File: src/rtl/sync_fifo_param_if.sv
// sync_fifo_param_if: push/pop handshake and status bundle
// for the parametrised synchronous FIFO.
interface sync_fifo_param_if #(
  parameter int DATA_W = 64,
  parameter int DEPTH  = 8,
  parameter int CW     = $clog2(DEPTH + 1)
);
  logic              push;
  logic [DATA_W-1:0] data_in;
  logic              pop;
  logic [DATA_W-1:0] data_out;
  logic              full;
  logic              empty;
  logic              almost_full;
  logic              almost_empty;
  logic [CW-1:0]     count;
  logic              overflow;
  logic              underflow;
  logic              clr_err;

  modport master (
    output push, data_in, pop, clr_err,
    input  data_out, full, empty,
    input  almost_full, almost_empty,
    input  count, overflow, underflow
  );

  modport slave (
    input  push, data_in, pop, clr_err,
    output data_out, full, empty,
    output almost_full, almost_empty,
    output count, overflow, underflow
  );
endinterface

File: src/rtl/sync_fifo_param.sv
// sync_fifo_param: any-depth synchronous FIFO with registered
// or first-word-fall-through read, occupancy and sticky errors.
module sync_fifo_param #(
  parameter int DATA_W   = 64,
  parameter int DEPTH    = 8,
  parameter int FWFT     = 0,
  parameter int AF_LEVEL = DEPTH - 1,
  parameter int AE_LEVEL = 1,
  parameter int CW       = $clog2(DEPTH + 1)
) (
  input  logic clk,
  input  logic rst_n,
  sync_fifo_param_if.slave fifo
);
  localparam int PW = (DEPTH > 2) ? $clog2(DEPTH) : 1;
  localparam logic [PW-1:0] LAST = PW'(DEPTH - 1);

  if (DEPTH < 2) begin : g_bad_depth
    $error("sync_fifo_param: DEPTH must be >= 2");
  end
  if (AF_LEVEL < 1 || AF_LEVEL > DEPTH) begin : g_bad_af
    $error("sync_fifo_param: AF_LEVEL out of range");
  end
  if (AE_LEVEL < 0 || AE_LEVEL > DEPTH - 1) begin : g_bad_ae
    $error("sync_fifo_param: AE_LEVEL out of range");
  end

  logic [DATA_W-1:0] mem [DEPTH];
  logic [PW-1:0]     wr_ptr;
  logic [PW-1:0]     rd_ptr;
  logic [CW-1:0]     count;
  logic              overflow;
  logic              underflow;
  logic              full;
  logic              empty;
  logic              pop_ok;
  logic              push_ok;

  // status is decoded from the registered count only
  assign full  = (count == CW'(DEPTH));
  assign empty = (count == '0);

  assign pop_ok  = fifo.pop && !empty;
  assign push_ok = fifo.push && (!full || pop_ok);

  assign fifo.full         = full;
  assign fifo.empty        = empty;
  assign fifo.almost_full  = (count >= CW'(AF_LEVEL));
  assign fifo.almost_empty = (count <= CW'(AE_LEVEL));
  assign fifo.count        = count;
  assign fifo.overflow     = overflow;
  assign fifo.underflow    = underflow;

  // storage write; contents are deliberately not reset
  always_ff @(posedge clk) begin
    if (push_ok) mem[wr_ptr] <= fifo.data_in;
  end

  // pointers wrap explicitly at DEPTH-1, occupancy tracks accepts
  always_ff @(posedge clk or negedge rst_n) begin
    if (!rst_n) begin
      wr_ptr <= '0;
      rd_ptr <= '0;
      count  <= '0;
    end else begin
      if (push_ok)
        wr_ptr <= (wr_ptr == LAST) ? '0 : wr_ptr + 1'b1;
      if (pop_ok)
        rd_ptr <= (rd_ptr == LAST) ? '0 : rd_ptr + 1'b1;
      unique case ({push_ok, pop_ok})
        2'b10:   count <= count + 1'b1;
        2'b01:   count <= count - 1'b1;
        default: count <= count;
      endcase
    end
  end

  // sticky errors; a new error in the clearing cycle wins
  always_ff @(posedge clk or negedge rst_n) begin
    if (!rst_n) begin
      overflow  <= 1'b0;
      underflow <= 1'b0;
    end else begin
      if (fifo.push && !push_ok) overflow <= 1'b1;
      else if (fifo.clr_err)     overflow <= 1'b0;
      if (fifo.pop && empty)     underflow <= 1'b1;
      else if (fifo.clr_err)     underflow <= 1'b0;
    end
  end

  if (FWFT != 0) begin : g_fwft
    assign fifo.data_out = empty ? '0 : mem[rd_ptr];
  end else begin : g_reg
    logic [DATA_W-1:0] data_q;

    // registered read: capture head word on each accepted pop
    always_ff @(posedge clk or negedge rst_n) begin
      if (!rst_n)      data_q <= '0;
      else if (pop_ok) data_q <= mem[rd_ptr];
    end

    assign fifo.data_out = data_q;
  end
endmodule

File: src/flat_wrapper.sv
// flat-port wrapper written by rule: the top's interface ports become plain ports
module sync_fifo_param_flat 
#(
  parameter int DATA_W   = 64,
  parameter int DEPTH    = 8,
  parameter int FWFT     = 0,
  parameter int AF_LEVEL = DEPTH - 1,
  parameter int AE_LEVEL = 1,
  parameter int CW       = $clog2(DEPTH + 1)
)
  (clk, rst_n, fifo_push, fifo_data_in, fifo_pop, fifo_clr_err, fifo_data_out, fifo_full, fifo_empty, fifo_almost_full, fifo_almost_empty, fifo_count, fifo_overflow, fifo_underflow);
  sync_fifo_param_if #(.DATA_W(DATA_W), .DEPTH(DEPTH), .CW(CW)) fifo_i ();
  input  logic clk;
  input  logic rst_n;
  input wire logic [$bits(fifo_i.push)-1:0] fifo_push;
  input wire logic [$bits(fifo_i.data_in)-1:0] fifo_data_in;
  input wire logic [$bits(fifo_i.pop)-1:0] fifo_pop;
  input wire logic [$bits(fifo_i.clr_err)-1:0] fifo_clr_err;
  output wire logic [$bits(fifo_i.data_out)-1:0] fifo_data_out;
  output wire logic [$bits(fifo_i.full)-1:0] fifo_full;
  output wire logic [$bits(fifo_i.empty)-1:0] fifo_empty;
  output wire logic [$bits(fifo_i.almost_full)-1:0] fifo_almost_full;
  output wire logic [$bits(fifo_i.almost_empty)-1:0] fifo_almost_empty;
  output wire logic [$bits(fifo_i.count)-1:0] fifo_count;
  output wire logic [$bits(fifo_i.overflow)-1:0] fifo_overflow;
  output wire logic [$bits(fifo_i.underflow)-1:0] fifo_underflow;
  assign fifo_i.push = fifo_push;
  assign fifo_i.data_in = fifo_data_in;
  assign fifo_i.pop = fifo_pop;
  assign fifo_i.clr_err = fifo_clr_err;
  assign fifo_data_out = fifo_i.data_out;
  assign fifo_full = fifo_i.full;
  assign fifo_empty = fifo_i.empty;
  assign fifo_almost_full = fifo_i.almost_full;
  assign fifo_almost_empty = fifo_i.almost_empty;
  assign fifo_count = fifo_i.count;
  assign fifo_overflow = fifo_i.overflow;
  assign fifo_underflow = fifo_i.underflow;
  sync_fifo_param #(.DATA_W(DATA_W), .DEPTH(DEPTH), .FWFT(FWFT), .AF_LEVEL(AF_LEVEL), .AE_LEVEL(AE_LEVEL), .CW(CW)) u_core (.clk(clk), .rst_n(rst_n), .fifo(fifo_i));
endmodule
File: config.mk
export PLATFORM = sky130hd
export DESIGN_NAME = sync_fifo_param_flat
export DESIGN_NICKNAME = d
export VERILOG_FILES = /design/src/rtl/sync_fifo_param_if.sv /design/src/rtl/sync_fifo_param.sv /design/src/flat_wrapper.sv
export SDC_FILE = /design/constraint.sdc
export NUM_CORES = 1
export LEC_CHECK = 0
export BUFFER_PORTS_ARGS = -buffer_cell sky130_fd_sc_hd__buf_2
export CORE_UTILIZATION = 40
export DETAILED_ROUTE_END_ITERATION = 8
export MAX_ROUTING_LAYER = met4
export SETUP_SLACK_MARGIN = 0.02
export SLEW_MARGIN = 10
export SYNTH_ARGS = -nofsm -noshare
export SYNTH_HDL_FRONTEND = slang
export SYNTH_SLANG_ARGS = --single-unit
File: constraint.sdc
create_clock -name clk -period 14.35 [get_ports clk]
set_clock_uncertainty 0.05 [all_clocks]
set_input_delay 0.7175 -clock clk [delete_from_list [all_inputs] [get_ports clk]]
set_output_delay 0.7175 -clock clk [all_outputs]
set_load 0.005 [all_outputs]
* Yosys cells after proc, flatten, opt, wreduce, memory -nomap -nowiden
Memories as Yosys holds them, arrays and structs flattened. A register that Yosys moved wholly into a read port is not among the register bits. Index checks and enable logic that the tools add are counted.
Operators by class: add/subtract/negate cells 4, $lt $le $gt $ge 2, eq/ne operators 5, multiplexer cells 8, reductions and logical operators 13
Operator list (count):
- 4-bit one-hot mux with 2 select lines | 1
- 3-bit by 1-bit adder with 3-bit output (second input constant) | 2
- 3-bit equality test (second input constant) | 2
- 3-bit 2-to-1 mux | 2
- 2-bit nonzero test | 3
- 1-bit 2-to-1 mux | 5
- 4-bit by 1-bit adder with 4-bit output (second input constant) | 1
- 4-bit equality test (second input constant) | 1
- 4-bit by 3-bit greater-or-equal comparator with 1-bit output (second input constant) | 1
- 4-bit by 1-bit <= comparator with 1-bit output (second input constant) | 1
- 1-bit logical AND | 4
- 1-bit zero test | 4
- 4-bit zero test | 1
- 4-bit by 1-bit subtractor with 4-bit output (second input constant) | 1
- 2-bit by 1-bit equality test with 1-bit output (second input constant) | 1
- 2-bit equality test (second input constant) | 1
- 1-bit logical OR | 1
Word-level totals: bits in registers 12, bits in writable memories 512, output and inout port bits 74, logic and storage cells 38, memories kept 1
Memories:
- u_core.mem | depth 8, bits a word 64, read ports 1, clocked after Yosys merged registers in 1, write ports 1, RTL line sync_fifo_param.sv:28 | logic [DATA_W-1:0] mem [DEPTH];

* Logic depth before layout (Yosys ltp)
Gate-level depths: netlist (run 1).
depth after elaboration 8, gate-level depth with buffers 8

* Least setup slack after synthesis (run 1)
No wires, ideal clock.
kind flip-flop to flip-flop, start reg u_core.count[0] (netlist: u_core.fifo.count[0]), end mem u_core.mem[0][0], enable pin, arrival time 7312 ps, setup slack 6344 ps, cell stages (with the launch flop) 7, path buffers 1, path through dfrtp_1 inv_1 ha_1 and4bb_2 nand2b_1 buf_2 nor4_1
Between the ends: word-level cells in the longest chain between the ends 7
Ends and longest elaborated chain:
- start, declared | RTL line sync_fifo_param.sv:31 | logic [CW-1:0] count;
- start signal, assigned | RTL line sync_fifo_param.sv:71 | 2'b10: count <= count + 1'b1;
- start signal, assigned | RTL line sync_fifo_param.sv:72 | 2'b01: count <= count - 1'b1;
- start signal, assigned | RTL line sync_fifo_param.sv:73 | default: count <= count;
- 4-bit zero test | RTL line sync_fifo_param.sv:41 | assign empty = (count == '0);
- 1-bit zero test | RTL line sync_fifo_param.sv:43 | assign pop_ok = fifo.pop && !empty;
- 1-bit logical AND | RTL line sync_fifo_param.sv:43
- 1-bit logical OR (*) | RTL line sync_fifo_param.sv:44 | assign push_ok = fifo.push && (!full || pop_ok);
- 1-bit logical AND (*) | RTL line sync_fifo_param.sv:44
- 1-bit 2-to-1 mux (*) | RTL line sync_fifo_param.sv:56 | if (push_ok) mem[wr_ptr] <= fifo.data_in;
- 1-bit 2-to-1 mux (implied by the code) (*) | RTL line sync_fifo_param.sv:56
- end, declared | RTL line sync_fifo_param.sv:28
Every way passes the cells marked *; elsewhere a longest branch is shown, timed or not.

* Final worst setup path (run 1)
start reg u_core.count[0] (netlist: u_core.fifo.count[0]), end mem u_core.mem[2][28], enable pin
Same word-level chain as after synthesis.

==> summary.txt, run 1 <==
Outcome
  – Outcome: completed

Routing
  – Routed WL per cell: 21.3 um
  – Met3 wire length: 2.39 mm
  – Vias/cell: 5.05
  – Met1 WL: 22.5 mm
  – Residual DRC: 0
  – Pre-Repair DR Iteration Count: 4
  – Vias: 11,446
  – DR top layer: met4
  – Post-route ant nets: 0
  – DR WL met2: 22.6 mm
  – Initial DRC count: 732
  – WL final: 48.3 mm

Timing
  – Final setup fails: 0
  – Setup Total Neg Slack: 0 ns
  – RSZ-0062 raised after global routing: no
  – Fin crit share: 0.242
  – Worst slew margin: 0.171
  – Max Slew Vio Count: 0
  – Minimum clock period: 3.48 ns
  – Pin slew with the least headroom to its limit: 1.24 ns
  – Final hold viol count: 0
  – Max Freq: 0.288 GHz

Global routing
  – Congestion Overflow GR: 0
  – Vias in the first global route: 11,578
  – First-pass GRT wire length: 72.6 mm
  – Initial antenna violation count: 9
  – GRT Util Overall: 0.175
  – Pin count of the biggest net entering global routing: 136

Setup path
  – Logic depth of the worst setup path including buffers: 6
  – Crit-path max cell delay: 0.90 ns
  – CP max stage cell: buf_4
  – Critical path fanouts, max: 56
  – Buf/Inv on CP: 2
  – Critical Path AT: 3.64 ns
  – Critical path's top delay family: simple AND/OR/NAND/NOR gates
  – CP Cell Sequence: inv_1 > ha_1 > and4bb_2 > nand2b_1 > nor3_2 > buf_4
  – R2R cell count: 6
  – CP Class: reg -> reg
  – CP Capture Type: flip-flop
  – Critical Path RT: 14.51 ns
  – Startpoint Class: flip-flop

Power
  – Combinational fraction of design power: 0.262
  – Leak Pwr: 9.53 nW
  – Sw frac: 0.309
  – Clk pwr share: 0.291
  – Total internal power: 0.00363 W
  – Power Density: 203 mW/mm2
  – Sw Pwr: 0.00163 W
  – Maximum VDD drop: 148 uV
  – Part of the power in registers: 0.448

Job
  – Max-Cap Viols: 0

Yosys
  – Post-synth top area cell: edfxtp_1
  – Mapped cell area: 0.0226 mm2
  – Top cells by area, synth: edfxtp_1 68%, mux2i_1 11%, dfrtp_1 8.4%
  – Share of the synthesized area in the top cell type: 0.682
  – Mean Syn Cell Area: 17.2 um2
  – Count leader, synth: edfxtp_1
  – Synth async-reset ratio: 0.129
  – Syn_nets: 1,388
  – Library cells used by synthesis: 36
  – Yosys reg bits: 588
  – Post-Syn Instances: 1,311
  – Sequential-to-total area share from yosys stat: 0.766
  – Synth warn: 0
  – Number of synthesized flops with an enable pin: 512
  – Top cells by count, synth: 512 x edfxtp_1, 258 x mux2i_1, 136 x nand2_1, 128 x a22oi_1, 76 x dfrtp_1
  – Main synth FF type: edfxtp_1

Placement
  – Routability Congestion: 0.730
  – Final HPWL DP: 24.9 mm
  – Port Buffers: 142
  – DP Area: 0.0240 mm2

Layout
  – Ratio of cells with drive above 1 in the final layout: 0.179
  – Fillers: 4,758
  – Area delta synth->final: 15.1%
  – Nets: 1,538
  – Sequential cell area: 0.0173 mm2
  – Area of the multi-input gates: 0.00489 mm2
  – Fin area: 0.0260 mm2

Clock network
  – Clock Pin Slew Worst Setup and Hold Paths: 0.06 ns
  – Largest buffer count on any clock path: 3
  – TritonCTS Buffers: 57
  – TritonCTS clock tree: yes
  – H-Tree Depth: 2
  – Clock sink count: 588
  – Root buf cell: clkbuf_16
  – Clk_lat worst skew: 0.60 ns
  – CTS-repair resized insts: 0

Floorplan
  – Die Area: 0.0573 mm2
  – Die Ht: 239 um
  – Die W: 239 um
  – Io pins: 143
  – Initial Util: 0.407
  – Core ar.: 0.0554 mm2
  – Cell Rows: 86

Hold path
  – Type of the worst min-delay path: in -> reg
  – Worst hold stages: 2
-- layer usage --
layer,GRT usage,up-vias
met2,0.271,212
met1,0.237,5777
met3,0.0337,62
met4,0.0484,0
li1,-,5395
met5,-,-
-- per-stage QoR --
| stage | total power, W | cells | hold WS [ns] | setup slack [ns] | utilization |
|---|---|---|---|---|---|
| final | 0.00526 | 2265 | 0.269 | 10.87 | 0.468 |
| after global routing | 0.00554 | 2265 | 0.257 | 10.60 | 0.468 |
| after CTS | 0.00534 | 2256 | 0.224 | 10.83 | 0.468 |
| after detailed placement | 0.00380 | 2149 | 0.415 | 10.69 | 0.433 |
| after global placement | 0.00377 | 2149 | 0.408 | 10.75 | 0.433 |
| after floorplan | 0.00332 | 1311 | 0.372 | 6.34 | - |
-- cell type report --
cell class,count,area share
timing repair buffer,163,0.0341
inverter,6,0.000964
antenna,9,0.000868
clock buffer,84,0.0640
multi-input combinational,645,0.188
sequential,588,0.666
clock inverter,22,0.0102
tap,748,0.0361
-- repair_timing --
action / CTS / global route
endpoints found under the hold margin: 28 / 0
hold buffers: 1 / 0
setup buffers: 0 / 0
-- final timing paths --
kind,from,to,slack (ns)
worst max-delay path,u_core.fifo.count[0]$_DFFE_PN0P_,u_core.mem[2][28]$_DFFE_PP_,10.87
worst min-delay path,fifo_clr_err,u_core.fifo.overflow$_DFFE_PN0P_,0.27
worst max register to register,u_core.fifo.count[0]$_DFFE_PN0P_,u_core.mem[2][28]$_DFFE_PP_,10.87
worst min register to register,u_core.fifo.data_out[62]$_DFFE_PN0N_,u_core.fifo.data_out[62]$_DFFE_PN0N_,0.42
max in group asynchronous,rst_n,u_core.rd_ptr[0]$_DFFE_PN0N_,12.42
min in group asynchronous,rst_n,u_core.wr_ptr[2]$_DFFE_PN0P_,0.55
-- sequential cells by signal, summed over array words and instances, names as in the netlist --
signal / count
u_core.fifo.underflow: 1
u_core.fifo.count: 4
u_core.rd_ptr: 3
u_core.wr_ptr: 3
u_core.fifo.overflow: 1
u_core.mem: 512
u_core.fifo.data_out: 64
-- logic make-up after synthesis --
| family | synth area share |
|---|---|
| and+or+nand+nor | 0.0318 |
| adders and majority gates | 0.00444 |
| AOI/OAI and AO/OA | 0.0596 |
| muxes | 0.115 |
| xor gates and xnor gates | 0.00194 |
| DFF | 0.766 |
| buffers and inverters | 0.0207 |
-- power by group through the flow --
stage | logic (W) | clock network (W) | registers (W)
after floorplan | 0.000961 | 0 | 0.00236
after global placement | 0.00139 | 0 | 0.00238
after detailed placement | 0.00141 | 0 | 0.00239
after CTS | 0.00141 | 0.00157 | 0.00236
after global routing | 0.00152 | 0.00163 | 0.00239
final | 0.00138 | 0.00153 | 0.00236
-- layout by cell type, fill, tap and decap left out, types with 7 or more instances in the layout --
cell type  instances
clkbuf_1          16
edfxtp_1         512
nand2_1          136
clkinv_2          11
buf_2            141
a22oi_1          128
clkbuf_8           9
clkbuf_16         59
nand2b_1           7
mux2i_1          258
ha_1               8
dfrtp_1           75
buf_4             20
diode_2            9
o21ai_0           62
Note: power is estimated with default switching activity, not from simulation.
==> run 2, diff against run 1 <==
Settings changed: ABC_AREA set to 1.
Clock period 14.35 ns to 2.9 ns, I/O delays scaled along.
==> run 2 against run 1 <==
Compared with the run above:
- clock power grew to 4.9 times the previous value
- design area increased by 8.6%
- largest power group unchanged
- routed wire length rose by 14%
- maximum frequency grew 33%
- worst setup slack got worse by 11 ns
- clock-buffer cell count decreased by 2
- core utilization up 0.92 points
- highest routed layer unchanged
==> summary.txt, run 2 <==
Timing
  – Max Slew Vio Count: 0
  – Post-route setup slack: 0.282 ns
  – Max Freq: 0.382 GHz
  – RSZ-0062 raised after global routing: no
  – Worst slew margin: 0.404
  – Final setup fails: 0
  – Final hold viol count: 0
  – Pin slew with the least headroom to its limit: 0.894 ns
  – Hold WS: 0.106 ns
  – Fin crit share: 0.903
  – Minimum clock period: 2.62 ns

Clock network
  – TritonCTS clock tree: yes
  – Clock Pin Slew Worst Setup and Hold Paths: 0.06 ns
  – Clk_lat worst skew: 0.61 ns
  – H-Tree Depth: 2
  – Clock sink count: 588
  – TritonCTS Buffers: 61
  – Post-CTS Setup Repair Bufs: 0
  – Largest buffer count on any clock path: 3
  – Root buf cell: clkbuf_16

Yosys
  – Synth async-reset ratio: 0.129
  – Number of synthesized flops with an enable pin: 512
  – Count leader, synth: nand2_1
  – Main synth FF type: edfxtp_1
  – Library cells used by synthesis: 24
  – Sequential-to-total area share from yosys stat: 0.722
  – Post-synth top area cell: edfxtp_1
  – Post-Syn Instances: 2,146
  – Share of the synthesized area in the top cell type: 0.643
  – Syn_nets: 2,223
  – Mapped cell area: 0.0239 mm2
  – Yosys reg bits: 588
  – Synth warn: 0
  – Top cells by area, synth: edfxtp_1 64%, nand2_1 13%, dfrtp_1 7.9%
  – Top cells by count, synth: 815 x nand2_1, 512 x edfxtp_1, 267 x nand3_1, 158 x inv_1, 112 x nor2_1
  – Mean Syn Cell Area: 11.1 um2

Layout
  – Most common cell after layout, fill and taps aside: nand2_1
  – Finished Core Util: 0.478
  – Area delta synth->final: 17.8%
  – Ratio of cells with drive above 1 in the final layout: 0.123
  – Max reg flops: 512
  – Commonest non-fill, non-tap cells in the layout: 815 x nand2_1, 512 x edfxtp_1, 267 x nand3_1
  – Nets: 2,424
  – Fillers: 5,273
  – Fin area: 0.0282 mm2
  – Reg with most FFs: u_core.mem

Power
  – Maximum VDD drop: 602 uV
  – Leak Pwr: 11.7 nW
  – Power Density: 968 mW/mm2
  – Tot Pwr: 0.0273 W

Global routing
  – Met3 usage: 0.0303
  – Pin count of the biggest net entering global routing: 146
  – First-pass GRT wire length: 86.4 mm
  – Initial antenna violation count: 5
  – GRT busiest layer: met2
  – GR Util met2: 0.308
  – GRT Util Overall: 0.190
  – Congestion Overflow GR: 0
  – Met1 usage: 0.246
  – Vias in the first global route: 15,220

Setup path
  – Critical path fanouts, max: 33
  – CP Class: reg -> reg
  – Setup crit start: u_core.fifo.count[0]$_DFFE_PN0P_
  – Critical Path RT: 3.11 ns
  – CP Capture Type: flip-flop
  – R2R cell count: 8
  – Startpoint Class: flip-flop
  – Reg2Reg Setup Slack: 0.28 ns
  – Critical Path AT: 2.83 ns
  – RR Startpoint: u_core.fifo.count[0]$_DFFE_PN0P_
  – FF-to-FF End: u_core.mem[3][57]$_DFFE_PP_
  – Critical Path Sink: u_core.mem[3][57]$_DFFE_PP_

Routing
  – Vias: 15,493
  – Residual DRC: 0
  – Routed WL per cell: 17.4 um
  – Vias/cell: 4.88
  – Pre-Repair DR Iteration Count: 5
  – Post-route ant nets: 0
  – Initial DRC count: 921
  – WL final: 55.2 mm

Floorplan
  – Initial Util: 0.405
  – Die Area: 0.0608 mm2
  – Die Ht: 247 um
  – Core ar.: 0.0590 mm2
  – Cell Rows: 89
  – Io pins: 143
  – Die W: 247 um

Placement
  – Routability Congestion: 0.792
  – Final HPWL DP: 30.9 mm
  – Pre-CTS WS: 0.162 ns
  – DP Area: 0.0255 mm2
  – Port Buffers: 142

Job
  – Max-Cap Viols: 0

Hold path
  – Type of the worst min-delay path: in -> async

Outcome
  – Outcome: completed
## run 2: per-stage QoR
stage | cells | TNS (ns)
4_1_cts | 3170 | 0
3_3_place_gp | 2988 | 0
3_5_place_dp | 2988 | 0
5_1_grt | 3175 | 0
2_1_floorplan | 2146 | -262.25
6_report | 3176 | 0
## run 2: kinds of logic after synthesis
group           synth area share
compound gates            0.0174
flops                      0.722
fa+ha+maj                0.00418
simple gates               0.203
xor+xnor                0.000732
buf+inv                   0.0528
## run 2: timing repair
action / in CTS / in global routing
hold buffers: 69 / 0
gates resized for setup: 0 / 2
setup endpoints to repair: 0 / 55
hold endpoints to repair: 569 / 0
## run 2: routing by layer
metal / vias up / wire length (um)
li1: 7553 / -
met1: 7451 / 24200
met2: 401 / 26900
met3: 88 / 2860
met4: 0 / 1200
met5: - / 0
## run 2: final cells by class
class                           instances  area, um2  share of cell area
Clock inverter                         31        253             0.00897
Clock buffer                           82       1690              0.0598
Antenna cell                            6       15.0            0.000533
Timing Repair Buffer                  251       1910              0.0678
Tap cell                              773        967              0.0343
Sequential cell                       588      17300               0.613
Multi-Input combinational cell       1284       5450               0.193
Inverter                              161        616              0.0218
## run 2: report_power, final
part	leakage, nW	total, W	switching, W	internal [W]
Clock	0.963	0.00754	0.00320	0.00434
Combinational	5.11	0.00838	0.00568	0.00270
Sequential	5.58	0.0114	0.000600	0.0108
## run 2: worst max-delay path: stages (launching register included)
cell and delay [ns]:
dfrtp_1 0.47, inv_1 0.15, ha_1 0.25, nand3_1 0.17, o21ai_1 0.16, inv_1 0.19, nand2_1 0.26, nor2_4 0.19
buf_6 0.37
## run 2: worst min-delay path by stage
| stage | from | end | slack, ns | depth (start not counted) |
|---|---|---|---|---|
| floorplan | rst_n | u_core.fifo.count[0]$_DFFE_PN0P_ | -0.20 | 0 |
| global placement | rst_n | u_core.fifo.data_out[0]$_DFFE_PN0N_ | 0.23 | 1 |
| detailed placement | rst_n | u_core.fifo.data_out[0]$_DFFE_PN0N_ | 0.25 | 1 |
| CTS | rst_n | u_core.fifo.data_out[0]$_DFFE_PN0N_ | 0.13 | 2 |
| global route | rst_n | u_core.fifo.data_out[0]$_DFFE_PN0N_ | 0.16 | 2 |
| finish | rst_n | u_core.fifo.data_out[0]$_DFFE_PN0N_ | 0.11 | 2 |
